[config.mk]
export PLATFORM = sky130hd
export DESIGN_NAME = pipe_skid_buffer
export DESIGN_NICKNAME = d
export VERILOG_FILES = /design/src/rtl/pipe_skid_buffer_pkg.sv /design/src/rtl/pipe_slot.sv /design/src/rtl/pipe_skid_buffer.sv
export SDC_FILE = /design/constraint.sdc
export NUM_CORES = 1
export LEC_CHECK = 0
export ABC_AREA = 1
export CAP_MARGIN = 40
export CORE_MARGIN = 5
export CORE_UTILIZATION = 40
export DETAILED_ROUTE_END_ITERATION = 8
export PLACE_DENSITY = 0.69
export SYNTH_ARGS = -nofsm -noshare
export SYNTH_HDL_FRONTEND = slang
export SYNTH_SLANG_ARGS = --single-unit
[constraint.sdc]
create_clock -name clk -period 2.37 [get_ports clk]
set_input_delay 0.3555 -clock clk [delete_from_list [all_inputs] [get_ports clk]]
set_output_delay 0.3555 -clock clk [all_outputs]
set_load 0.02 [all_outputs]
[src/rtl/pipe_skid_buffer_pkg.sv]
// pipe_skid_buffer_pkg
//   Shared constants for the skid buffer slice.
//   STATE_W : width of the {out_valid, skid_valid} control state.
package pipe_skid_buffer_pkg;

    localparam int unsigned STATE_W = 2;

endpackage

[src/rtl/pipe_slot.sv]
// pipe_slot
//   One storage slot of the skid buffer: an N-bit data register with a load
//   enable and a valid flop with set / clear / flush controls.
//   Ports:
//     clk_i    rising-edge clock
//     rst_i    asynchronous active-high reset (valid=0, data=RST_VALUE)
//     load_i   capture data_i into the data register
//     data_i   data to capture
//     set_i    mark slot valid
//     clr_i    mark slot empty
//     flush_i  mark slot empty; beats set_i and clr_i
//     valid_o  slot holds a beat
//     data_o   slot contents
module pipe_slot #(
    parameter int          N         = 32,
    parameter logic [N-1:0] RST_VALUE = '0
) (
    input  logic         clk_i,
    input  logic         rst_i,
    input  logic         load_i,
    input  logic [N-1:0] data_i,
    input  logic         set_i,
    input  logic         clr_i,
    input  logic         flush_i,
    output logic         valid_o,
    output logic [N-1:0] data_o
);

    logic         valid_q, valid_d;
    logic [N-1:0] data_q, data_d;

    always_comb begin
        data_d  = data_q;
        valid_d = valid_q;
        if (load_i) begin
            data_d = data_i;
        end
        if (flush_i) begin
            valid_d = 1'b0;
        end else if (set_i) begin
            valid_d = 1'b1;
        end else if (clr_i) begin
            valid_d = 1'b0;
        end
    end

    always_ff @(posedge clk_i or posedge rst_i) begin
        if (rst_i) begin
            valid_q <= 1'b0;
            data_q  <= RST_VALUE;
        end else begin
            valid_q <= valid_d;
            data_q  <= data_d;
        end
    end

    assign valid_o = valid_q;
    assign data_o  = data_q;

endmodule

[src/rtl/pipe_skid_buffer.sv]
// pipe_skid_buffer
//   Two-entry elastic register stage. The main slot drives the consumer; the
//   skid slot catches the one beat accepted while the consumer stalls. All
//   outputs come straight from flops, so there is no combinational path from
//   out_ready to in_ready.
//   Handshake: a beat moves on a port when its valid and ready are both high
//   at the rising clock edge; a valid beat is held stable until taken.
//   Ports:
//     clk, rst             clock, asynchronous active-high reset
//     flush                synchronous squash of all held beats
//     in_valid/in_data     producer side; in_ready back to producer
//     out_valid/out_data   head beat to consumer; out_ready from consumer
module pipe_skid_buffer
    import pipe_skid_buffer_pkg::*;
#(
    parameter int           N         = 32,
    parameter logic [N-1:0] RST_VALUE = '0
) (
    input  logic         clk,
    input  logic         rst,
    input  logic         flush,
    input  logic         in_valid,
    input  logic [N-1:0] in_data,
    output logic         in_ready,
    output logic         out_valid,
    output logic [N-1:0] out_data,
    input  logic         out_ready
);

    // State is {main valid, skid valid}; 2'b01 cannot be reached.
    localparam logic [STATE_W-1:0] ST_EMPTY = 2'b00;
    localparam logic [STATE_W-1:0] ST_ONE   = 2'b10;
    localparam logic [STATE_W-1:0] ST_FULL  = 2'b11;

    logic               main_valid, skid_valid;
    logic [N-1:0]       main_data, skid_data;
    logic [STATE_W-1:0] state;

    logic in_fire, out_fire;
    logic main_load, main_sel_skid, main_set, main_clr;
    logic skid_load, skid_set, skid_clr;
    logic [N-1:0] main_src;

    assign state    = {main_valid, skid_valid};
    assign in_ready = ~skid_valid;
    assign in_fire  = in_valid & in_ready;
    assign out_fire = main_valid & out_ready;

    always_comb begin
        main_load     = 1'b0;
        main_sel_skid = 1'b0;
        main_set      = 1'b0;
        main_clr      = 1'b0;
        skid_load     = 1'b0;
        skid_set      = 1'b0;
        skid_clr      = 1'b0;
        case (state)
            ST_EMPTY: begin
                if (in_fire) begin
                    main_load = 1'b1;
                    main_set  = 1'b1;
                end
            end
            ST_ONE: begin
                case ({in_fire, out_fire})
                    2'b10: begin
                        // Consumer stalled: park the new beat in skid.
                        skid_load = 1'b1;
                        skid_set  = 1'b1;
                    end
                    2'b01: main_clr  = 1'b1;
                    2'b11: main_load = 1'b1;
                    default: ;
                endcase
            end
            ST_FULL: begin
                if (out_fire) begin
                    main_load     = 1'b1;
                    main_sel_skid = 1'b1;
                    skid_clr      = 1'b1;
                end
            end
            default: begin
                // Illegal encoding: fall back to empty.
                main_clr = 1'b1;
                skid_clr = 1'b1;
            end
        endcase
        // A squashed cycle moves no data; held data registers keep their value.
        if (flush) begin
            main_load = 1'b0;
            skid_load = 1'b0;
        end
    end

    assign main_src = main_sel_skid ? skid_data : in_data;

    pipe_slot #(.N(N), .RST_VALUE(RST_VALUE)) u_main (
        .clk_i   (clk),
        .rst_i   (rst),
        .load_i  (main_load),
        .data_i  (main_src),
        .set_i   (main_set),
        .clr_i   (main_clr),
        .flush_i (flush),
        .valid_o (main_valid),
        .data_o  (main_data)
    );

    pipe_slot #(.N(N), .RST_VALUE(RST_VALUE)) u_skid (
        .clk_i   (clk),
        .rst_i   (rst),
        .load_i  (skid_load),
        .data_i  (in_data),
        .set_i   (skid_set),
        .clr_i   (skid_clr),
        .flush_i (flush),
        .valid_o (skid_valid),
        .data_o  (skid_data)
    );

    assign out_valid = main_valid;
    assign out_data  = main_data;

endmodule

======== Word level (Yosys, flattened, before mapping) ========
Cells that the tools add are included.
operators by class
  $add $sub $neg .......................... 0
  multipliers ............................. 0
  divide/modulo/power cells ............... 0
  order comparisons ....................... 0
  equality and inequality tests ........... 5
  shift-type cells ........................ 0
  mux-type cells .......................... 20
  bitwise operators ....................... 3
  reduce and logical (&&, ||, !) cells .... 5
operators with widths
  operator            count
  $mux 32             1
  $mux 1              16
  $eq 2x2->1 const B  4
  $reduce_bool 3->1   2
  $pmux 1 s2          2
  $reduce_or 2->1     2
  $pmux 1 s3          1
  $and 1x1->1         2
  $eq 2x1->1 const B  1
  $logic_not 2->1     1
  $not 1->1           1
storage, ports and cells
  register bits after elaboration ......... 66
  bits in latches ......................... 0
  RAM bits ................................ 0
  memory bits (read-only) ................. 0
  output and inout port bits .............. 34
  memories ................................ 0

======== Logic depth before layout (Yosys ltp) ========
  depth in word-level cells ............... 8
  gate-level depth with buffers ........... 10

======== Modules after synthesis ========
Synthesis repeated with hierarchy kept, for this count alone.
unflattened totals
  cell total of the unflattened synthesis .. 413
  area total of the unflattened synthesis .. 3,626.0 um^2
modules (own cells, without submodules)
  module            times used  cells each  area each (um^2)  seq. area each (um^2)
  pipe_slot         2           141         1,458.9           825.8
  pipe_skid_buffer  1           131         708.2             0.0

======== Worst setup path before layout ========
Ideal clock, no wire load.
  path type ............................... register -> register
  start ................................... register u_main.valid_q, in the netlist u_main.valid_o
  end ..................................... register u_main.data_q[0], in the netlist u_main.data_o[0]
  library setup time ...................... 0.066 ns
  data arrival time ....................... 1.565 ns
  data required time ...................... 2.304 ns
  setup slack ............................. 0.739 ns
  cell stages (with the launch flop) ...... 7
  path buffers ............................ 1
  cell sequence ........................... dfrtp_1 -> inv_1 -> ha_1 -> nor2_1 -> clkbuf_1 -> nand3_1 -> nand2_1
between the ends
  cells in the longest elaborated chain, start to end .. 5
RTL lines
  what                    line                    text
  from (decl)             pipe_slot.sv:29         logic valid_q, valid_d;
  from (signal assigned)  pipe_slot.sv:52         valid_q <= valid_d;
  $and 1x1->1             pipe_skid_buffer.sv:47  assign out_fire = main_valid & out_ready;
  $eq 2x2->1              pipe_skid_buffer.sv:65  case ({in_fire, out_fire})
  $mux 1                  pipe_skid_buffer.sv:65
  $pmux 1 s3              pipe_skid_buffer.sv:57  case (state)
  $mux 1                  pipe_skid_buffer.sv:90  if (flush) begin
  to (signal assigned)    pipe_slot.sv:53         data_q <= data_d;
  to (decl)               pipe_slot.sv:30         logic [N-1:0] data_q, data_d;
Several ways; a longest one is shown, not always the timed one.
A chain may end at the register's enable or synchronous reset.

======== Final worst setup path ========
  start ................................... register u_skid.valid_q, in the netlist u_skid.valid_o
  end ..................................... output in_ready
between the ends
  cells in the longest elaborated chain, start to end .. 1
RTL lines
  what                    line                    text
  from (decl)             pipe_slot.sv:29
  from (signal assigned)  pipe_slot.sv:52
  $not 1->1               pipe_skid_buffer.sv:45  assign in_ready = ~skid_valid;
  to (decl)               pipe_skid_buffer.sv:24  output logic in_ready,
No other way between the ends.

==> flow_summary.html <==
<table>
<tr><th>Metric</th><th>Value</th></tr>
<tr><th colspan="2">CTS</th></tr>
<tr><td>Clock transition at the register clock pins on the worst setup and hold paths after CTS</td><td>0.07 ns</td></tr>
<tr><td>Count of cells resized by post-cts repair</td><td>0</td></tr>
<tr><td>Hold_buf cts</td><td>0</td></tr>
<tr><td>Longest Clk Path Bufs</td><td>2</td></tr>
<tr><td>Clock tree root driver cell</td><td>sky130_fd_sc_hd__clkbuf_8</td></tr>
<tr><td>Number of buffers added by the clock tree synthesis step</td><td>9</td></tr>
<tr><td>Max H-tree Level</td><td>3</td></tr>
<tr><td>Setup repair bufs after CTS</td><td>0</td></tr>
<tr><td>Clock insertion delay at the later pin of the skew report</td><td>around 0.34 ns</td></tr>
<tr><td>Number of clock sinks seen by CTS</td><td>66</td></tr>
<tr><td>CTS tree</td><td>built</td></tr>
<tr><th colspan="2">Timing</th></tr>
<tr><td>Setup TNS</td><td>0 ns</td></tr>
<tr><td>Min Tclk post-route</td><td>between 1.5 and 2 ns</td></tr>
<tr><td>Max_slew headroom</td><td>57.8%</td></tr>
<tr><td>Setup repair after global routing missed its margin</td><td>false</td></tr>
<tr><td>Final-report hold violation count</td><td>0</td></tr>
<tr><td>Setup violators final</td><td>0</td></tr>
<tr><td>Measured slew at the worst slew-check pin</td><td>0.630 ns</td></tr>
<tr><td>Clock skew after layout</td><td>0.0118 ns</td></tr>
<tr><td>Maximum achievable frequency</td><td>531 MHz</td></tr>
<tr><td>Max-slew violations</td><td>0</td></tr>
<tr><td>Part of the cycle the worst path needs</td><td>79.5%</td></tr>
<tr><th colspan="2">Global routing</th></tr>
<tr><td>Number of antenna violations at the first check in global routing</td><td>0</td></tr>
<tr><td>Number of global-route vias before repair</td><td>about 2500</td></tr>
<tr><td>Global-route wire length before repair</td><td>11600 um</td></tr>
<tr><td>Total overflow reported by the global router</td><td>0</td></tr>
<tr><td>Largest net degree at the start of global routing</td><td>66</td></tr>
<tr><td>Global-route usage over all layers</td><td>14.9%</td></tr>
<tr><th colspan="2">Cells and area</th></tr>
<tr><td>Most frequent cells in the layout</td><td>sky130_fd_sc_hd__nand2_1, sky130_fd_sc_hd__clkdlybuf4s50_1, sky130_fd_sc_hd__dfrtp_1</td></tr>
<tr><td>Final Core Density</td><td>55.6%</td></tr>
<tr><td>Layout net count</td><td>approximately 480</td></tr>
<tr><td>Share of final-layout standard cells stronger than drive strength 1</td><td>under 10%</td></tr>
<tr><td>Number of antenna cells inserted</td><td>0</td></tr>
<tr><td>Area growth from synthesis to layout</td><td>34.3%</td></tr>
<tr><td>Leading cell type in the layout, fill and taps excluded</td><td>sky130_fd_sc_hd__nand2_1</td></tr>
<tr><th colspan="2">Run</th></tr>
<tr><td>Number of max-cap violations</td><td>0</td></tr>
<tr><th colspan="2">Detailed routing</th></tr>
<tr><td>Detailed Routing Iterations Pass 1</td><td>4</td></tr>
<tr><td>Number of vias after detailed routing</td><td>between 2000 and 3000</td></tr>
<tr><td>Average via count per standard cell</td><td>about 4.7</td></tr>
<tr><td>Number of routed nets with antenna violations</td><td>0</td></tr>
<tr><td>Iter 0 DRT Violations</td><td>137</td></tr>
<tr><td>DRC violations left</td><td>0</td></tr>
<tr><td>Aggregate routed wire length</td><td>6740 um</td></tr>
<tr><td>DR WL/cell</td><td>~12 um</td></tr>
<tr><th colspan="2">Setup path</th></tr>
<tr><td>Type of origin of the critical path</td><td>flip-flop</td></tr>
<tr><td>RR Endpoint</td><td>u_main.data_o[2]$_DFFE_PP0P_</td></tr>
<tr><td>Worst endpoint required time</td><td>2.01 ns</td></tr>
<tr><td>Gate family responsible for the most delay along the worst path</td><td>buffers and inverters</td></tr>
<tr><td>Element type at the critical path end</td><td>primary output</td></tr>
<tr><td>Largest stage delay on the critical path</td><td>0.61 ns</td></tr>
<tr><td>Worst Reg-to-Reg Cells</td><td>9</td></tr>
<tr><td>Setup Crit Path Kind</td><td>reg -&gt; out</td></tr>
<tr><td>Startpoint of the worst-slack reg-to-reg timing path</td><td>u_main.valid_o$_DFFE_PP0P_</td></tr>
<tr><td>Maximum net fanout on the critical path</td><td>5</td></tr>
<tr><td>Number of buffer and inverter instances along the worst setup path</td><td>2</td></tr>
<tr><td>Setup slack of the worst register-to-register path</td><td>0.59 ns</td></tr>
<tr><td>CP max-delay cell</td><td>sky130_fd_sc_hd__clkdlybuf4s50_1</td></tr>
<tr><td>Cell breakdown of the critical path</td><td>inv_2, clkdlybuf4s50_1</td></tr>
<tr><td>Arrival @ worst endpoint</td><td>1.53 ns</td></tr>
<tr><th colspan="2">Yosys</th></tr>
<tr><td>Summed instance area of the synthesized netlist</td><td>0.00302 mm2</td></tr>
<tr><td>Share of the synthesized area in the top cell type</td><td>54.7%</td></tr>
<tr><td>Biggest area consumer among synthesized cells</td><td>sky130_fd_sc_hd__dfrtp_1</td></tr>
<tr><td>Post-synthesis sequential area ratio</td><td>54.7%</td></tr>
<tr><td>Count of different cell masters after synthesis</td><td>17</td></tr>
<tr><td>Net count after synthesis</td><td>415</td></tr>
<tr><td>Synth top area cells</td><td>sky130_fd_sc_hd__dfrtp_1, sky130_fd_sc_hd__nand2_1, sky130_fd_sc_hd__o21ai_0, sky130_fd_sc_hd__nand3_1, sky130_fd_sc_hd__inv_1</td></tr>
<tr><td>Count of state elements after synthesis</td><td>66</td></tr>
<tr><td>Count of warnings emitted by yosys</td><td>0</td></tr>
<tr><td>Average instance area after synthesis</td><td>8.08 um2</td></tr>
<tr><td>Instance count of the mapped netlist</td><td>374</td></tr>
<tr><th colspan="2">Pwr</th></tr>
<tr><td>Design internal power</td><td>approximately 2.9 mW</td></tr>
<tr><td>Power per cell area</td><td>1060 mW/mm2</td></tr>
<tr><td>Largest vdd supply drop</td><td>431 uV</td></tr>
<tr><td>Combinational Power Share</td><td>31.5%</td></tr>
<tr><td>Reported net switching power</td><td>1.38 mW</td></tr>
<tr><td>Power share of the clock group</td><td>27.3%</td></tr>
<tr><td>Switching share of power</td><td>approximately a third</td></tr>
<tr><td>Design Power</td><td>4.31 mW</td></tr>
<tr><td>Part of the power in registers</td><td>41.3%</td></tr>
<tr><td>Cell leakage power</td><td>between 1.5 and 2 nW</td></tr>
<tr><th colspan="2">Worst hold path</th></tr>
<tr><td>Worst min-delay path category</td><td>in -&gt; async</td></tr>
<tr><th colspan="2">Die</th></tr>
<tr><td>Die width</td><td>96.9 um</td></tr>
<tr><td>Die Area</td><td>0.00939 mm2</td></tr>
<tr><td>Starting density of the core</td><td>41.4%</td></tr>
<tr><td>Number of top-level pins</td><td>71</td></tr>
<tr><td>Area of the core</td><td>0.00729 mm2</td></tr>
<tr><td>Die boundary height</td><td>96.9 um</td></tr>
<tr><td>Num rows</td><td>31</td></tr>
<tr><th colspan="2">Run status</th></tr>
<tr><td>Result of the run</td><td>finished clean</td></tr>
<tr><th colspan="2">Placement</th></tr>
<tr><td>HPWL after detailed placement</td><td>around 4400 um</td></tr>
<tr><td>Final Wtd Congestion</td><td>just over 0.8</td></tr>
<tr><td>Port buffer count</td><td>70</td></tr>
</table>
[power by group through the flow]
stage / Combinational, mW / Clock, mW / Sequential [mW]
floorplan: 0.526 / 0 / 2.01
global placement: 1.34 / 0 / 1.79
detailed placement: 1.37 / 0 / 1.80
CTS: 1.38 / 1.20 / 1.78
global route: 1.52 / 1.25 / 1.83
finish: 1.36 / 1.17 / 1.78
[cells in the mapped netlist]
cell type                    n
sky130_fd_sc_hd__a21oi_1     2
sky130_fd_sc_hd__nor3_4      1
sky130_fd_sc_hd__buf_2      10
sky130_fd_sc_hd__o21ai_1     1
sky130_fd_sc_hd__nand2_1   133
sky130_fd_sc_hd__buf_4       3
sky130_fd_sc_hd__dfrtp_1    66
sky130_fd_sc_hd__inv_2       1
sky130_fd_sc_hd__inv_1      39
sky130_fd_sc_hd__nand2_2     2
sky130_fd_sc_hd__clkbuf_1    6
sky130_fd_sc_hd__o21ai_0    63
sky130_fd_sc_hd__ha_1        4
sky130_fd_sc_hd__nand3_1    37
sky130_fd_sc_hd__clkbuf_2    3
sky130_fd_sc_hd__o31ai_1     1
sky130_fd_sc_hd__nor2_1      2
[final cells by class]
class | instances | area (um2)
clock buffers | 10 | 138
clock inverters | 6 | 113
fillers | 724 | 3240
inverters | 40 | 150
multi-input cells | 246 | 1120
flip-flops and latches | 66 | 1650
well taps | 99 | 124
repair buffers | 75 | 763
[metrics by stage]
stage	worst slack [ns]	hold slack, ns	std cells	instance area [um2]
2_1_floorplan	0.360	0.419	374	3020
3_3_place_gp	0.458	0.455	526	3800
3_5_place_dp	0.409	0.457	526	3800
4_1_cts	0.471	0.235	542	4060
5_1_grt	0.426	0.254	542	4060
6_report	0.486	0.246	542	4060
[worst max path at each step]
stage | start | end | slack (ns) | cells past startpoint
global placement | out_ready | u_main.data_o[29]$_DFFE_PP0P_ | 0.46 | 8
global route | u_skid.valid_o$_DFFE_PP0P_ | in_ready | 0.43 | 2
detailed placement | out_ready | u_main.data_o[2]$_DFFE_PP0P_ | 0.41 | 8
finish | u_skid.valid_o$_DFFE_PP0P_ | in_ready | 0.49 | 2
floorplan | rst | u_main.data_o[0]$_DFFE_PP0P_ | 0.36 | 1
CTS | u_skid.valid_o$_DFFE_PP0P_ | in_ready | 0.47 | 2
[logic make-up after synthesis]
| kind of cell | after synthesis | share of synthesized area, % |
|---|---|---|
| buffers and inverters | 62 | 8.62 |
| AO/OA/AOI/OAI | 67 | 11.2 |
| flip-flops | 66 | 54.7 |
| AND/OR/NAND/NOR | 175 | 23.9 |
| adder cells (fa/ha/maj) | 4 | 1.66 |
[sequential cells by signal (all words and copies together), names as in the netlist]
signal and count:
u_main.data_o 32, u_skid.data_o 32, u_skid.valid_o 1, u_main.valid_o 1
[layer usage]
layer	up-vias	GRT usage [%]	wire length [um]
met5	-	0	0
met4	0	7.78	118
met3	11	3.02	277
met2	68	25.6	3410
met1	1187	17.6	2930
li1	1308	-	-
Power figures use the tool's default switching activity.
==> RTL edit, RTL diff (same settings) <==
`N` is set to 32 in 2 places; all go to 64.
--- a/src/rtl/pipe_slot.sv
+++ b/src/rtl/pipe_slot.sv
@@ -14,3 +14,3 @@
 module pipe_slot #(
-    parameter int          N         = 32,
+    parameter int          N         = 64,
     parameter logic [N-1:0] RST_VALUE = '0
--- a/src/rtl/pipe_skid_buffer.sv
+++ b/src/rtl/pipe_skid_buffer.sv
@@ -15,3 +15,3 @@
 #(
-    parameter int           N         = 32,
+    parameter int           N         = 64,
     parameter logic [N-1:0] RST_VALUE = '0
Ports: changed (resized in_data and out_data); port bits go from 71 to 135. No check against the original RTL was run, so the function may have changed too.
==> RTL edit against the original RTL <==
Area after synthesis rose by 95%; power rose by 110%; sequential share of layout area rose by 0.18 points; count of clock-buffer cells in the layout rose by 11; cell area rose by 96%; routed wire length rose by 110%; via count rose by 89%; cell count rose by 91%; sequential cell count rose by 64; setup slack got worse by 98 ps; largest power group unchanged.
==> RTL edit: results (changes against the original RTL) <==
CTS
  • CTS Buf Count: 17 (+8)
  • Htree depth: 4 (+1)
  • CTS clk-pin slew, worst paths: 50 ps (-20 ps)
  • Root buffer cell: clkbuf_16
  • Clk Latency, worst-skew pair: 420 ps (+80 ps)

Global route
  • Met3 usage: 4.97% (+1.9 points)
  • Vias in the first global route: 4781 (+88%)
  • Met2 Use GR: 26.0% (+0.40 points)
  • GRT Util Overall: 17.1% (+2.2 points)
  • Largest net degree at the start of global routing: 110 (+67%)
  • Global-route wire length before repair: 24.4 mm (+110%)
  • Met1 Use GR: 23.2% (+5.6 points)

Synthesis
  • Ranking of synthesized cells by area: dfrtp_1, nand2_1, o21ai_0, nand3_1, inv_1
  • Synth cell types: 18 (+1)
  • Asr flop ratio synth: 100% (unchanged)
  • Sequential fraction of the synthesis area: 55.3% (+0.65 points)
  • Post-synth top cells: nand2_1, dfrtp_1, o21ai_0, inv_1, nand3_1
  • Mapped Cells: 720 (+93%)

Power
  • Leak pwr: 3.89 nW (+95%)
  • NetSw: 2.83 mW (+100%)
  • Max IR drop VDD: 440 uV (+2.0%)

Worst setup path
  • Worst reg2reg path endpoint: u_main.data_o[61]
  • FF-to-FF setup slack: 580 ps
  • Crit path DAT: 1630 ps (+100 ps)

Timing
  • Worst-case hold slack: 380 ps (+134 ps)
  • Slew headroom: 68.8% (+11 points)

Routing
  • Vias/cell: 4.72 (-0.61%)
  • Drt total wl: 14.2 mm (+110%)
  • Wire per inst: 13.8 um (+11%)
  • Pre-antenna DRT Iters: 5 (+1)
  • Initial drt markers: 339 (+150%)

Finish
  • Nets: 910 (+90%)
  • Layout cell share with drive strength beyond 1: 5.65% (-0.67 points)

Status
  • Result of the run: complete, no violations

Placed design
  • Placed insts: 1002 (+90%)
  • DP HPWL: 9.12 mm (+110%)
==> RTL edit: power groups by stage <==
stage	clock network (mW)	logic, mW	registers, mW
finish	2.63	2.74	3.53
detailed placement	0	2.77	3.56
CTS	2.69	2.79	3.53
floorplan	0	1.09	3.97
global placement	0	2.72	3.53
global route	2.79	3.05	3.63
==> RTL edit: kinds of logic after synthesis <==
| family | after synthesis | share of synthesized area, % |
|---|---|---|
| and+or+nand+nor | 335 | 23.1 |
| DFF | 130 | 55.3 |
| buffers and inverters | 120 | 9.49 |
| AOI/OAI and AO/OA | 131 | 11.2 |
| adders and majority gates | 4 | 0.851 |
==> RTL edit: worst max-delay path, stage by stage (launching register included) <==
cell and delay, ps:
dfrtp_1 440, inv_2 120, clkdlybuf4s50_1 660
==> RTL edit: how the worst max path moves through the flow <==
stage | from | to | slack, ps | depth (start not counted)
finish | u_skid.valid_o | in_ready | 390 | 2
global route | u_skid.valid_o | in_ready | 330 | 2
CTS | u_skid.valid_o | in_ready | 350 | 2
detailed placement | out_ready | u_main.data_o[61] | 350 | 8
global placement | out_ready | u_main.data_o[20] | 390 | 8
floorplan | rst | u_main.data_o[0] | 410 | 1
==> RTL edit: cell type report <==
| class | count | area share [%] |
|---|---|---|
| multi-input combinational | 470 | 26.3 |
| clock inverter | 10 | 1.68 |
| timing repair buffer | 146 | 18.9 |
| tap | 184 | 2.89 |
| sequential | 130 | 40.9 |
| clock buffer | 21 | 5.79 |
| inverter | 72 | 3.45 |
==> RTL edit: metrics by stage <==
stage          instance area (um2)  setup WS (ps)
2_1_floorplan                 5880            405
4_1_cts                       7950            348
3_5_place_dp                  7360            352
5_1_grt                       7950            326
3_3_place_gp                  7360            388
6_report                      7950            388
==> RTL edit: metal layers <==
layer / wire, um / up-vias
met3: 784 / 26
met1: 6630 / 2236
met2: 6460 / 102
met4: 335 / 0
li1: - / 2512
met5: 0 / -
